File: src/rtl/cnn_pkg.sv
// Shared definitions for the CNN accelerator datapath blocks:
// controller states, default widths and the requantisation clamp.
package cnn_pkg;

  localparam int DATA_W_DEF = 8;
  localparam int OUT_W_DEF  = 8;

  typedef enum logic [2:0] {
    ST_IDLE  = 3'd0,
    ST_FETCH = 3'd1,
    ST_DRAIN = 3'd2,
    ST_POST  = 3'd3,
    ST_OUT   = 3'd4
  } pe_state_t;

  // Clamp v to the signed out_w-bit range, then optionally zero negatives.
  function automatic logic signed [63:0] sat_relu(input logic signed [63:0] v,
                                                  input int out_w,
                                                  input logic relu);
    logic signed [63:0] hi;
    logic signed [63:0] lo;
    logic signed [63:0] r;
    hi = (64'sd1 <<< (out_w - 1)) - 64'sd1;
    lo = -(64'sd1 <<< (out_w - 1));
    if (v > hi) begin
      r = hi;
    end else if (v < lo) begin
      r = lo;
    end else begin
      r = v;
    end
    if (relu && (r < 64'sd0)) begin
      r = 64'sd0;
    end
    return r;
  endfunction

endpackage

File: src/rtl/pe_lane.sv
// One MAC lane: registered product, wide accumulator with synchronous clear,
// and a registered shift/saturate/ReLU requantisation stage.
module pe_lane
  import cnn_pkg::*;
#(
  parameter int DATA_W = DATA_W_DEF,
  parameter int ACC_W  = 22,
  parameter int SH_W   = 5,
  parameter int OUT_W  = OUT_W_DEF
) (
  input  logic              clk,
  input  logic              rst,
  input  logic              clr,
  input  logic              vld_p0,
  input  logic [DATA_W-1:0] a_data,
  input  logic [DATA_W-1:0] w_data,
  input  logic              post_en,
  input  logic [SH_W-1:0]   shift,
  input  logic              relu_en,
  output logic [OUT_W-1:0]  res
);

  localparam int PW = 2 * DATA_W;

  logic signed [PW-1:0]    a_x;
  logic signed [PW-1:0]    w_x;
  logic signed [PW-1:0]    prod_p1_d, prod_p1_q;
  logic                    vld_p1_d, vld_p1_q;
  logic signed [ACC_W-1:0] acc_p2_d, acc_p2_q;
  logic signed [ACC_W-1:0] sh_p2;
  logic signed [OUT_W-1:0] res_p3_d, res_p3_q;

  always_comb begin
    a_x       = {{DATA_W{a_data[DATA_W-1]}}, a_data};
    w_x       = {{DATA_W{w_data[DATA_W-1]}}, w_data};
    prod_p1_d = a_x * w_x;
    vld_p1_d  = vld_p0;

    // p1 -> p2: accumulate the registered product
    acc_p2_d = acc_p2_q;
    if (clr) begin
      acc_p2_d = '0;
    end else if (vld_p1_q) begin
      acc_p2_d = acc_p2_q + {{(ACC_W-PW){prod_p1_q[PW-1]}}, prod_p1_q};
    end

    // p2 -> p3: floor shift, saturate, optional ReLU
    sh_p2    = acc_p2_q >>> shift;
    res_p3_d = res_p3_q;
    if (post_en) begin
      res_p3_d = OUT_W'(sat_relu(64'(sh_p2), OUT_W, relu_en));
    end
  end

  always_ff @(posedge clk) begin
    prod_p1_q <= prod_p1_d;
  end

  always_ff @(posedge clk) begin
    if (rst) begin
      vld_p1_q <= 1'b0;
      acc_p2_q <= '0;
      res_p3_q <= '0;
    end else begin
      vld_p1_q <= vld_p1_d;
      acc_p2_q <= acc_p2_d;
      res_p3_q <= res_p3_d;
    end
  end

  assign res = res_p3_q;

endmodule

File: src/rtl/pe_array.sv
// Multi-lane MAC engine: sequences BRAM reads for one dot-product job,
// drives LANES pe_lane instances and presents the result on valid/ready.
module pe_array
  import cnn_pkg::*;
#(
  parameter  int LANES   = 4,
  parameter  int DATA_W  = DATA_W_DEF,
  parameter  int MAX_LEN = 64,
  parameter  int ADDR_W  = 10,
  parameter  int OUT_W   = OUT_W_DEF,
  localparam int LEN_W   = $clog2(MAX_LEN + 1),
  localparam int ACC_W   = 2 * DATA_W + $clog2(MAX_LEN),
  localparam int SH_W    = $clog2(ACC_W)
) (
  input  logic                    clk,
  input  logic                    rst,
  input  logic                    start,
  input  logic [LEN_W-1:0]        len,
  input  logic [ADDR_W-1:0]       a_base,
  input  logic [ADDR_W-1:0]       b_base,
  input  logic [SH_W-1:0]         shift,
  input  logic                    relu_en,
  output logic                    busy,
  output logic                    rd_en,
  output logic [ADDR_W-1:0]       a_addr,
  output logic [ADDR_W-1:0]       b_addr,
  input  logic [DATA_W-1:0]       a_rdata,
  input  logic [LANES*DATA_W-1:0] b_rdata,
  output logic                    out_valid,
  input  logic                    out_ready,
  output logic [LANES*OUT_W-1:0]  out_data
);

  pe_state_t         state_d, state_q;
  logic [LEN_W-1:0]  cnt_d, cnt_q;
  logic [ADDR_W-1:0] a_addr_d, a_addr_q;
  logic [ADDR_W-1:0] b_addr_d, b_addr_q;
  logic              rd_en_d, rd_en_q;
  logic              busy_d, busy_q;
  logic              out_valid_d, out_valid_q;
  logic [SH_W-1:0]   shift_d, shift_q;
  logic              relu_d, relu_q;
  logic              vld_p0_q;
  logic              clr;
  logic              post_en;

  always_comb begin
    state_d     = state_q;
    cnt_d       = cnt_q;
    a_addr_d    = a_addr_q;
    b_addr_d    = b_addr_q;
    rd_en_d     = rd_en_q;
    busy_d      = busy_q;
    out_valid_d = out_valid_q;
    shift_d     = shift_q;
    relu_d      = relu_q;
    clr         = 1'b0;
    post_en     = (state_q == ST_POST);

    case (state_q)
      ST_IDLE: begin
        if (start) begin
          busy_d   = 1'b1;
          shift_d  = shift;
          relu_d   = relu_en;
          a_addr_d = a_base;
          b_addr_d = b_base;
          clr      = 1'b1;
          if (len == '0) begin
            state_d = ST_POST;
          end else begin
            state_d = ST_FETCH;
            rd_en_d = 1'b1;
            cnt_d   = len - LEN_W'(1);
          end
        end
      end
      ST_FETCH: begin
        // cnt_q counts reads still to issue after the current one
        if (cnt_q == '0) begin
          rd_en_d = 1'b0;
          state_d = ST_DRAIN;
          cnt_d   = LEN_W'(1);
        end else begin
          cnt_d    = cnt_q - LEN_W'(1);
          a_addr_d = a_addr_q + ADDR_W'(1);
          b_addr_d = b_addr_q + ADDR_W'(1);
        end
      end
      ST_DRAIN: begin
        if (cnt_q == '0) begin
          state_d = ST_POST;
        end else begin
          cnt_d = cnt_q - LEN_W'(1);
        end
      end
      ST_POST: begin
        state_d     = ST_OUT;
        out_valid_d = 1'b1;
      end
      ST_OUT: begin
        if (out_ready) begin
          state_d     = ST_IDLE;
          busy_d      = 1'b0;
          out_valid_d = 1'b0;
        end
      end
      default: state_d = ST_IDLE;
    endcase
  end

  always_ff @(posedge clk) begin
    if (rst) begin
      state_q     <= ST_IDLE;
      cnt_q       <= '0;
      a_addr_q    <= '0;
      b_addr_q    <= '0;
      rd_en_q     <= 1'b0;
      busy_q      <= 1'b0;
      out_valid_q <= 1'b0;
      shift_q     <= '0;
      relu_q      <= 1'b0;
      vld_p0_q    <= 1'b0;
    end else begin
      state_q     <= state_d;
      cnt_q       <= cnt_d;
      a_addr_q    <= a_addr_d;
      b_addr_q    <= b_addr_d;
      rd_en_q     <= rd_en_d;
      busy_q      <= busy_d;
      out_valid_q <= out_valid_d;
      shift_q     <= shift_d;
      relu_q      <= relu_d;
      vld_p0_q    <= rd_en_q;
    end
  end

  // p0: BRAM data is valid the cycle after a read was issued
  for (genvar i = 0; i < LANES; i++) begin : g_lane
    pe_lane #(
      .DATA_W (DATA_W),
      .ACC_W  (ACC_W),
      .SH_W   (SH_W),
      .OUT_W  (OUT_W)
    ) u_lane (
      .clk     (clk),
      .rst     (rst),
      .clr     (clr),
      .vld_p0  (vld_p0_q),
      .a_data  (a_rdata),
      .w_data  (b_rdata[i*DATA_W +: DATA_W]),
      .post_en (post_en),
      .shift   (shift_q),
      .relu_en (relu_q),
      .res     (out_data[i*OUT_W +: OUT_W])
    );
  end

  assign busy      = busy_q;
  assign rd_en     = rd_en_q;
  assign a_addr    = a_addr_q;
  assign b_addr    = b_addr_q;
  assign out_valid = out_valid_q;

endmodule

File: config.mk
export PLATFORM = sky130hd
export DESIGN_NAME = pe_array
export DESIGN_NICKNAME = d
export VERILOG_FILES = /design/src/rtl/cnn_pkg.sv /design/src/rtl/pe_lane.sv /design/src/rtl/pe_array.sv
export SDC_FILE = /design/constraint.sdc
export NUM_CORES = 1
export LEC_CHECK = 0
export ABC_AREA = 1
export ABC_CLOCK_PERIOD_IN_PS = 9500
export BUFFER_PORTS_ARGS = -buffer_cell sky130_fd_sc_hd__buf_2
export CAP_MARGIN = 10
export CORE_MARGIN = 2
export CORE_UTILIZATION = 38
export CTS_CLUSTER_SIZE = 20
export DETAILED_ROUTE_END_ITERATION = 10
export PLACE_DENSITY = 0.66
export REMOVE_ABC_BUFFERS = 1
export SYNTH_ARGS = -nofsm -noshare
export SYNTH_HDL_FRONTEND = slang
export SYNTH_HIERARCHICAL = 1
export SYNTH_SLANG_ARGS = --single-unit
File: constraint.sdc
create_clock -name clk -period 9.5 [get_ports clk]
set_input_delay 0.475 -clock clk [delete_from_list [all_inputs] [get_ports clk]]
set_output_delay 0.475 -clock clk [all_outputs]
set_load 0.1 [all_outputs]
==> results of run 1 <==
==> where the power goes <==
part / internal, W / switching [W]
Combinational: 0.00169 / 0.00317
Sequential: 0.00123 / 0.000245
Clock: 0.000563 / 0.000468
==> state kept, by name, summed over array words and instances (netlist names) <==
register,cells
b_addr,10
out_valid,1
cnt_q,7
state_q,3
vld_p0_q,1
g_lane.u_lane/res,32
rd_en,1
g_lane.u_lane/acc_p2_q,88
g_lane.u_lane/prod_p1_q,64
busy,1
shift_q,5
a_addr,10
relu_q,1
g_lane.u_lane/vld_p1_q,4
==> synth_stat cells, types with 3 or more instances <==
cell	number	share of area (%)
nand2_1	1065	14
nor4_1	13	0.29
o21ai_0	197	3.5
xnor2_1	64	2.0
o211ai_1	37	0.98
a221oi_1	4	0.12
o2111ai_1	3	0.093
nand3b_1	7	0.19
a21oi_1	233	4.1
clkinv_1	4	0.053
o21a_1	7	0.19
inv_4	3	0.067
clkbuf_1	94	1.3
nand4_1	25	0.55
xor2_1	78	2.4
dfxtp_1	228	16
a31oi_1	3	0.067
and2_1	5	0.11
nor2_4	4	0.16
nand2_4	13	0.52
o31ai_1	3	0.080
nor2_2	15	0.33
a21o_1	12	0.32
buf_6	15	0.60
nor2_1	318	4.2
a21boi_0	7	0.19
nor3_1	26	0.46
buf_4	16	0.43
inv_1	790	11
o21bai_1	24	0.64
nand3_1	273	4.8
o21ai_1	65	1.2
inv_2	17	0.23
a211oi_1	14	0.37
nand2_2	22	0.49
or2_2	17	0.38
fa_1	224	16
a21oi_2	12	0.37
nand3_2	23	0.82
ha_1	209	9.3
nand4_2	4	0.18
buf_2	30	0.53
==> layout by cell type (no fill, tap or decap), drive strengths merged, types with 29 or more instances in the layout <==
| cell | synthesis | layout |
|---|---|---|
| nand3 | 297 | 297 |
| clkbuf | 94 | 33 |
| buf | 65 | 139 |
| o21ai | 262 | 262 |
| xor2 | 78 | 78 |
| ha | 209 | 209 |
| dfxtp | 228 | 228 |
| nand4 | 29 | 29 |
| nor2 | 338 | 338 |
| xnor2 | 64 | 64 |
| inv | 811 | 816 |
| a21oi | 246 | 246 |
| fa | 224 | 224 |
| nand2 | 1100 | 1100 |
| o211ai | 37 | 37 |
==> logic make-up after synthesis <==
group,count (synthesis),share of synthesized area [%]
muxes,2,0.0710
xor gates and xnor gates,142,4.41
DFF,228,16.2
AOI/OAI and AO/OA,627,12.4
buffers and inverters,974,13.8
adders and majority gates,433,25.2
and+or+nand+nor,1835,27.9
==> through the flow <==
step	setup WS, ns	cell area [sq um]
2_1_floorplan	4.92	27400
3_3_place_gp	4.37	29300
3_5_place_dp	4.36	29300
4_1_cts	4.94	30200
5_1_grt	4.56	30200
6_report	4.95	30200
==> final timing paths <==
path,from,end,cells past startpoint
worst min-delay path,shift[4],shift_q[4],3
worst min register to register,rd_en,vld_p0_q,2
worst max-delay path,a_rdata[0],g_lane[0].u_lane/prod_p1_q[14],20
worst max register to register,shift_q[0],g_lane[1].u_lane/res[4],15
==> worst max-delay path: cells and delay by family <==
kind	cells	cell delay, ns
buffers and inverters	4	0.47
adder cells (fa/ha/maj)	5	2.44
XOR/XNOR	1	0.15
AO/OA/AOI/OAI	5	0.78
AND/OR/NAND/NOR	5	0.65
==> final cells by class <==
| type | instances | area (sq um) | area share, % |
|---|---|---|---|
| Antenna cell | 1 | 2.50 | 0.00829 |
| Inverter | 815 | 3070 | 10.2 |
| Tap cell | 959 | 1200 | 3.98 |
| Timing Repair Buffer | 139 | 716 | 2.37 |
| Clock inverter | 17 | 134 | 0.444 |
| Multi-Input combinational cell | 3039 | 19700 | 65.4 |
| Clock buffer | 33 | 738 | 2.45 |
| Sequential cell | 228 | 4570 | 15.2 |
==> metal layers <==
layer | wire length [um] | vias up
li1 | - | 13200
met2 | 30500 | 522
met5 | 0 | -
met1 | 36000 | 11700
met3 | 3300 | 77
met4 | 1250 | 0
==> results.ini, run 1 <==
[run_status]
status=finished clean

[grt]
met3_usage_pct=1.78
busiest_layer=met2
gr-usage-met2_pct=29.7
track_usage_pct=18.5
grt_pass1_wl_um=121000
grt_antenna_before_repair=1
grt_pass1_vias=24700
grt-ovfl-total=0
grt_max_degree=82
grtUsageMet1_pct=26.9

[clocking]
h-tree-depth=1
cts_buffers=27
clockBufferDepth=3
cts-root-buf=clkbuf_16
cts_tree=built
post_cts_resized=0
ctsHoldBuffers=0
clkSinkCount=228
clk_latency_ns=0.57
post-cts-setup-buffers=0
clk_pin_slew_worst_paths_ns=0.06

[synthesis]
yosysSeqAreaShare_pct=16.2
async_flop_share_pct=0
synth_ff_type=dfxtp_1
ys_warn_count=6
synth_edf_count=0
syn_area_sq_um=28200
ys_types=55
syn_area_per_cell_sq_um=6.65
synth_seq_cells=228
netlist_instances=4241

[sta]
rsz0062_at_grt=no
tightest_slew_ns=0.971
timing.final.hold_violations=0
max_freq_ghz=0.220
min_period_ns=4.55
fin_setup_tns_ns=0
min_period_over_period_pct=47.9
relSlewSlack_pct=35.2
setup_viol=0
whs_ns=0.172
final_max_slew_viol_count=0
clock_skew_ns=0.0216

[layout]
nFillCells=7734
nNetsFinal=4760
post-route-util_pct=41.2
area_growth_syn_to_layout_pct=6.97
layout.cells.non_filler=5231
drive_gt1_share_pct=7.61

[power]
power-per-cell-area_nw_per_um2=244
peakVddDrop_mv=0.147
total_power_w=0.00737
p_leak_nw=16.2

[die]
die_x_um=276
io_pins=132
dieArea_sq_um=76400
core_sq_um=73200
die_h_um=276
fp-row-count=99
start_util_pct=38.5

[place]
place_hpwl_um=56200
dp.cells=5180
gp_congestion=0.933
io_buffers=131

[setup_path]
critical_path.slowest_cell=fa_1
r2r_slack_ns=5.70
path_max_fanout=32
crit_type=in -> reg
crit_required_ns=9.93
cp_data_arrival_time_ns=4.98
cp-start-kind=input pin
crit_path_end_kind=flip-flop
crit_chain=buf_2, or2_2, fa_1, fa_1, inv_1, fa_1, inv_1, fa_1, inv_1, ha_1, a21oi_1, o21ai_0, a21o_1, nand2_1, nand2_1, nand2_1, nand2_1, a21oi_1, o21ai_0, xor2_1
worst_path_largest_cell_delay_ns=0.54

[detailed_routing]
wl_um=71100
wl_per_cell_um=13.6
num_vias=25500
drcViolationCount=0
detail_route.iter0.violations=1774
drt-pass1-iter-count=5
vias_per_cell=4.87
antenna_left=0

[hold_path]
worstHoldPathType=in -> reg

[job]
cap_violations=0

Power figures use the tool's default switching activity.
==> inputs of run 2 (changes only) <==
--- a/config.mk
+++ b/config.mk
@@ -6,7 +6,7 @@
 export NUM_CORES = 1
 export LEC_CHECK = 0
 export ABC_AREA = 1
-export ABC_CLOCK_PERIOD_IN_PS = 9500
+export ABC_CLOCK_PERIOD_IN_PS = 4700
 export BUFFER_PORTS_ARGS = -buffer_cell sky130_fd_sc_hd__buf_2
 export CAP_MARGIN = 10
 export CORE_MARGIN = 2
==> constraint.sdc (replaced) <==
create_clock -name clk -period 4.7 [get_ports clk]
set_input_delay 0.235 -clock clk [delete_from_list [all_inputs] [get_ports clk]]
set_output_delay 0.235 -clock clk [all_outputs]
set_load 0.1 [all_outputs]
==> run 2 against run 1 <==
  * Power rose by 100%
  * Count of clock-buffer cells in the layout rose by 2
  * Combinational power rose by 100%
  * Non-clock buffer count rose by 45
  * Clock power rose by 110%
  * Cell count rose by 0.86%
  * Wire length fell by 0.42%
  * Cell area rose by 1.6%
  * Critical path depth rose by 3
  * Hold slack got worse by 0.15 ns
  * Clock skew rose by 0.0098 ns
==> results.ini, run 2 (synthesis gave the netlist of run 1 again) <==
[run_status]
status=finished clean

[sta]
min_period_ns=4.37
timing.final.hold_violations=0  ; unchanged
relSlewSlack_pct=42.9  ; +7.7 points
clock_skew_ns=0.0314  ; +0.00981 ns
tightest_slew_ns=0.856  ; -0.115 ns
whs_ns=0.0220  ; -0.150 ns
rsz0062_at_grt=no
setup_viol=0  ; unchanged
fin_setup_tns_ns=0  ; unchanged
min_period_over_period_pct=93.0
final_max_slew_viol_count=0  ; unchanged
max_freq_ghz=0.229

[hold_path]
worstHoldPathType=in -> reg
hold_depth=3  ; unchanged
hp-start=b_rdata[8]

[layout]
layout.cells.non_filler=5276  ; +0.86%
nNetsFinal=4804  ; +0.92%
regMostFlops=g_lane.u_lane/acc_p2_q
area_growth_syn_to_layout_pct=8.67
layout_commonest_cell=nand2_1
layout_common_cells=nand2_1 (1065), inv_1 (790), nor2_1 (317)
drive_gt1_share_pct=8.02  ; +0.41 points
largest_register_ff_count=88  ; unchanged

[detailed_routing]
vias_per_cell=4.84  ; -0.70%
detail_route.iter0.violations=1745  ; -1.6%
drt-pass1-iter-count=6  ; +1
wl_um=70800  ; -0.42%
drcViolationCount=0  ; unchanged
wl_per_cell_um=13.4  ; -1.3%
antenna_left=0  ; unchanged
num_vias=25500  ; +0.16%

[clocking]
cts-root-buf=clkbuf_16
clk_latency_ns=0.57  ; about the same
clkSinkCount=228  ; unchanged
h-tree-depth=1  ; unchanged
cts_tree=built
clockBufferDepth=3  ; unchanged
cts_buffers=26  ; -3.7%
clk_pin_slew_worst_paths_ns=0.06  ; about the same
post-cts-setup-buffers=0  ; unchanged

[setup_path]
path_buf_inv=7  ; +3
path_max_fanout=8  ; -75%
crit_required_ns=5.14  ; -4.79 ns
cp_top_family=adder cells
crit_chain=dlygate4sd3_1, buf_2, nand2_1, inv_1, fa_1, inv_1, fa_1, inv_1, fa_1, inv_1, fa_1, inv_1, ha_1, a21oi_1, o21ai_0, a21o_1, nand2_1, nand2_1, nand2_1, nand2_1, a21oi_1, o21ai_0, xor2_1
cp.depth=23  ; +15%
worst_path_largest_cell_delay_ns=0.53  ; about the same
cp-start-kind=input pin
critical_path.slowest_cell=dlygate4sd3_1
reg2reg_from=shift_q[1]
crit_path_end_kind=flip-flop
worstSetupStartpoint=b_rdata[0]
crit_type=in -> reg
reg2reg_depth=15  ; unchanged
cp_data_arrival_time_ns=4.81  ; -0.17 ns

[job]
cap_violations=0  ; unchanged

[die]
dieArea_sq_um=76400  ; unchanged
io_pins=132  ; unchanged
die_h_um=276  ; unchanged
die_x_um=276  ; unchanged
core_sq_um=73200  ; unchanged
fp-row-count=99  ; unchanged
start_util_pct=38.5  ; unchanged

[grt]
grt-ovfl-total=0  ; unchanged
track_usage_pct=18.4  ; -0.11 points
grt_pass1_wl_um=120000  ; -0.50%
grt_max_degree=71  ; -13%
grt_pass1_vias=24400  ; -0.98%
grt_antenna_before_repair=7  ; +6

[power]
power-per-cell-area_nw_per_um2=492  ; +100%
total_power_w=0.0151  ; +100%
p_leak_nw=16.4  ; +1.5%
peakVddDrop_mv=0.267  ; +81%

[place]
gp_congestion=0.935  ; +0.23%
io_buffers=131  ; unchanged
dp.cells=5206  ; +0.50%
place_hpwl_um=57400  ; +2.2%

-- run 2: power by group --
part           total, W  leakage (nW)  internal (W)  switching (W)
Clock           0.00218         0.437       0.00131       0.000873
Sequential      0.00300          1.87       0.00248       0.000526
Combinational   0.00988          14.1       0.00350        0.00638
Total            0.0151          16.4       0.00729        0.00778
-- run 2: worst reg2reg max path, stage by stage (launching register included) --
cell	delay (ns)
dfxtp_2	0.64
buf_4	0.48
inv_2	0.29
nand3_2	0.13
nand2_1	0.09
nand2_1	0.10
and2_1	0.16
nand4_1	0.11
nor4_1	0.22
o211ai_1	0.13
ha_1	0.28
inv_1	0.16
o21ai_0	0.15
o21ai_1	0.16
nand2_1	0.07
a21oi_1	0.12
-- run 2: layout make-up --
cell class	count	area, sq um
repair buffers	184	1140
inverters	815	3070
fillers	7675	42600
diodes	3	7.51
flip-flops and latches	228	4570
multi-input cells	3039	19700
clock inverters	13	199
well taps	959	1200
clock buffers	35	724
-- run 2: worst paths after layout --
check	end	slack [ns]
worst min-delay path	g_lane[1].u_lane/prod_p1_q[0]	0.02
worst max register to register	g_lane[0].u_lane/res[0]	1.31
worst min register to register	vld_p0_q	0.45
worst max-delay path	g_lane[0].u_lane/prod_p1_q[14]	0.33
-- run 2: routing by layer --
layer / GRT usage [%] / part of all wire, %
met1: 26.6 / 50
met2: 29.6 / 43
met3: 1.92 / 5.0
met4: 4.05 / 1.8
met5: 0 / 0.062
-- run 2: through the flow --
stage               utilization [%]  cell area [sq um]  setup slack, ns
global route                   41.9              30700          0.00695
global placement               40.3              29500            0.136
floorplan                         -              27400            0.118
finish                         41.9              30700            0.330
detailed placement             40.3              29500           0.0646
CTS                            41.9              30600            0.337
-- run 2: what timing repair did --
action,in CTS,in global routing
hold buffers,19,0
hold endpoints to repair,21,0
resized for setup,0,0
==> inputs of run 3 (changes only) <==
--- a/config.mk
+++ b/config.mk
@@ -6,7 +6,7 @@
 export NUM_CORES = 1
 export LEC_CHECK = 0
 export ABC_AREA = 1
-export ABC_CLOCK_PERIOD_IN_PS = 4700
+export ABC_CLOCK_PERIOD_IN_PS = 5100
 export BUFFER_PORTS_ARGS = -buffer_cell sky130_fd_sc_hd__buf_2
 export CAP_MARGIN = 10
 export CORE_MARGIN = 2
==> constraint.sdc (replaced) <==
create_clock -name clk -period 5.1 [get_ports clk]
set_input_delay 0.255 -clock clk [delete_from_list [all_inputs] [get_ports clk]]
set_output_delay 0.255 -clock clk [all_outputs]
set_load 0.1 [all_outputs]
==> run 3 against run 2 <==
  * Count of clock-buffer cells in the layout is the same
  * Critical path type unchanged
  * Sequential share of layout area up 0.075 points
  * Flip-flop and latch count unchanged
  * Utilization fell by 0.21 points
  * Wire length increased by 1.9%
  * Highest routed layer unchanged
  * Cell count shrank 0.40%
  * Clock power fell by 4%
  * Register-to-register slack better by 0.35 ns
==> results.ini, run 3 (synthesis gave the netlist of run 1 again) <==
[clocking]
cts-root-buf=clkbuf_16
clkSinkCount=228  ; unchanged
cts_buffers=27  ; +3.8%
clk_pin_slew_worst_paths_ns=0.06  ; about the same
clockBufferDepth=3  ; unchanged
h-tree-depth=1  ; unchanged
post-cts-setup-buffers=0  ; unchanged
clk_latency_ns=0.57  ; about the same
cts_tree=built

[die]
die_x_um=276  ; unchanged
io_pins=132  ; unchanged
dieArea_sq_um=76400  ; unchanged
die_h_um=276  ; unchanged
fp-row-count=99  ; unchanged
start_util_pct=38.5  ; unchanged
core_sq_um=73200  ; unchanged

[sta]
finalWorstSetupSlack_ns=0.897  ; +0.566 ns
relSlewSlack_pct=43.1  ; +0.19 points
max_freq_ghz=0.238
tightest_slew_ns=0.853  ; -0.00280 ns
min_period_over_period_pct=82.4
final_max_slew_viol_count=0  ; unchanged
clock_skew_ns=0.0277  ; -0.00364 ns
fin_setup_tns_ns=0  ; unchanged
setup_viol=0  ; unchanged
timing.final.hold_violations=0  ; unchanged
min_period_ns=4.20
rsz0062_at_grt=no

[setup_path]
reg2reg_from=shift_q[1]
cp_data_arrival_time_ns=4.70  ; -0.11 ns
crit_required_ns=5.60  ; +0.46 ns
path_max_fanout=32  ; +24
cp-start-kind=input pin
rr_endpoint=g_lane[1].u_lane/res[2]
crit_path_end_kind=flip-flop
worstSetupStartpoint=a_rdata[7]
crit_type=in -> reg
r2r_slack_ns=1.66  ; +0.35 ns
endpoint=g_lane[2].u_lane/prod_p1_q[15]
reg2reg_depth=15  ; unchanged

[layout]
nFillCells=7658  ; -0.22%
drive_gt1_share_pct=7.76  ; -0.26 points
layout_commonest_cell=nand2_1
layout_common_cells=nand2_1 (1065), inv_1 (790), nor2_1 (317)
nNetsFinal=4783  ; -0.44%
largest_register_ff_count=88  ; unchanged
regMostFlops=g_lane.u_lane/acc_p2_q
regArea_sq_um=4570  ; unchanged
finish.instance_area_sq_um=30500  ; -0.50%
multi_input_area_sq_um=19700  ; unchanged
area_growth_syn_to_layout_pct=8.13

[power]
clkPwrFrac_pct=15.0  ; +0.5 points
p_seq_share_pct=19.8  ; about the same
switching_power_w=0.00723  ; -7.1%
switching_share_pct=51.7  ; +0.055 points
p_leak_nw=16.3  ; -0.46%
peakVddDrop_mv=0.249  ; -6.7%
total_power_w=0.0140  ; -7.2%
p_int_w=0.00676  ; -7.3%
power-per-cell-area_nw_per_um2=459  ; -6.7%
comb_power_share_pct=65.2  ; -0.4 points

[grt]
grt_pass1_vias=24900  ; +2.0%
grt_pass1_wl_um=122000  ; +1.6%
grt-ovfl-total=0  ; unchanged
grt_max_degree=72  ; +1.4%
grt_antenna_before_repair=7  ; unchanged
track_usage_pct=18.8  ; +0.33 points

[run_status]
status=finished clean

[detailed_routing]
wl_um=72100  ; +1.9%
drt-pass1-iter-count=5  ; -1
wl_per_cell_um=13.7  ; +2.3%
vias_per_cell=4.89  ; +1.1%
num_vias=25700  ; +0.72%
antenna_left=0  ; unchanged
detail_route.iter0.violations=1752  ; +0.40%
drcViolationCount=0  ; unchanged

[hold_path]
worstHoldPathType=in -> reg

[job]
cap_violations=0  ; unchanged

[place]
placed_area_sq_um=29400  ; -0.36%
io_buffers=131  ; unchanged
gp_congestion=0.919  ; -1.7%
dp_worst_setup_slack_ns=0.322  ; +0.257 ns
place_hpwl_um=57900  ; +0.89%

-- run 3: changes by cell type in the layout (fill, tap and decap cells not counted), moves of 2 or more --
cell	previous run	this run
buf_4	31	17
clkinv_2	0	2
clkinvlp_4	4	2
dlygate4sd3_1	19	11
-- run 3: per-layer routing --
metal / global-route usage, % / up-vias / part of all wire (%)
met4: 3.94 / 10 / 1.7
li1: - / 13300 / -
met5: 0 / - / 0.090
met3: 2.22 / 93 / 5.3
met2: 30.3 / 580 / 44
met1: 26.8 / 11700 / 49
-- run 3: worst min-delay path by stage --
stage                start                       endpoint  slack, ns  cells past startpoint
3_5_place_dp          busy                           busy       0.45                      2
6_report        b_rdata[8]  g_lane[1].u_lane/prod_p1_q[0]       0.03                      3
3_3_place_gp         rd_en                       vld_p0_q       0.45                      2
5_1_grt         b_rdata[8]  g_lane[1].u_lane/prod_p1_q[0]       0.05                      3
4_1_cts        b_rdata[16]  g_lane[2].u_lane/prod_p1_q[0]      0.002                      3
2_1_floorplan          rst                      a_addr[3]       0.32                      1
-- run 3: critical path, cell delays in order --
cell	delay, ns
buf_2	0.52
nand2_1	0.21
inv_1	0.16
fa_1	0.44
fa_1	0.48
fa_1	0.54
inv_1	0.05
fa_1	0.53
inv_1	0.04
ha_1	0.35
a21oi_1	0.18
o21ai_0	0.10
nor2_1	0.19
o21ai_0	0.16
a21o_1	0.19
a21oi_1	0.15
xnor2_1	0.14
-- run 3: metrics by stage --
stage / hold slack (ns) / std cells / utilization (%)
4_1_cts: 0.00161 / 5252 / 41.7
2_1_floorplan: 0.317 / 4082 / -
6_report: 0.0263 / 5255 / 41.7
5_1_grt: 0.0456 / 5254 / 41.7
3_3_place_gp: 0.450 / 5192 / 40.2
3_5_place_dp: 0.452 / 5192 / 40.2
-- run 3: timing repair --
item / in CTS / in global routing
resized for setup: 0 / 0
hold buffers: 11 / 0
endpoints found under the hold margin: 13 / 0
-- run 3: layout make-up --
type	count	area share (%)
multi-input combinational	3039	64.7
sequential	228	15.0
inverter	815	10.1
tap	959	3.93
timing repair buffer	162	3.13
clock buffer	35	2.41
clock inverter	14	0.718
antenna	3	0.0246
-- run 3: power groups by stage --
stage               registers (W)  logic (W)  clock network [W]
floorplan                 0.00343    0.00646                  0
global placement          0.00279    0.00897                  0
detailed placement        0.00279    0.00909                  0
CTS                       0.00276    0.00916            0.00216
global route              0.00283     0.0104            0.00222
finish                    0.00277    0.00913            0.00210
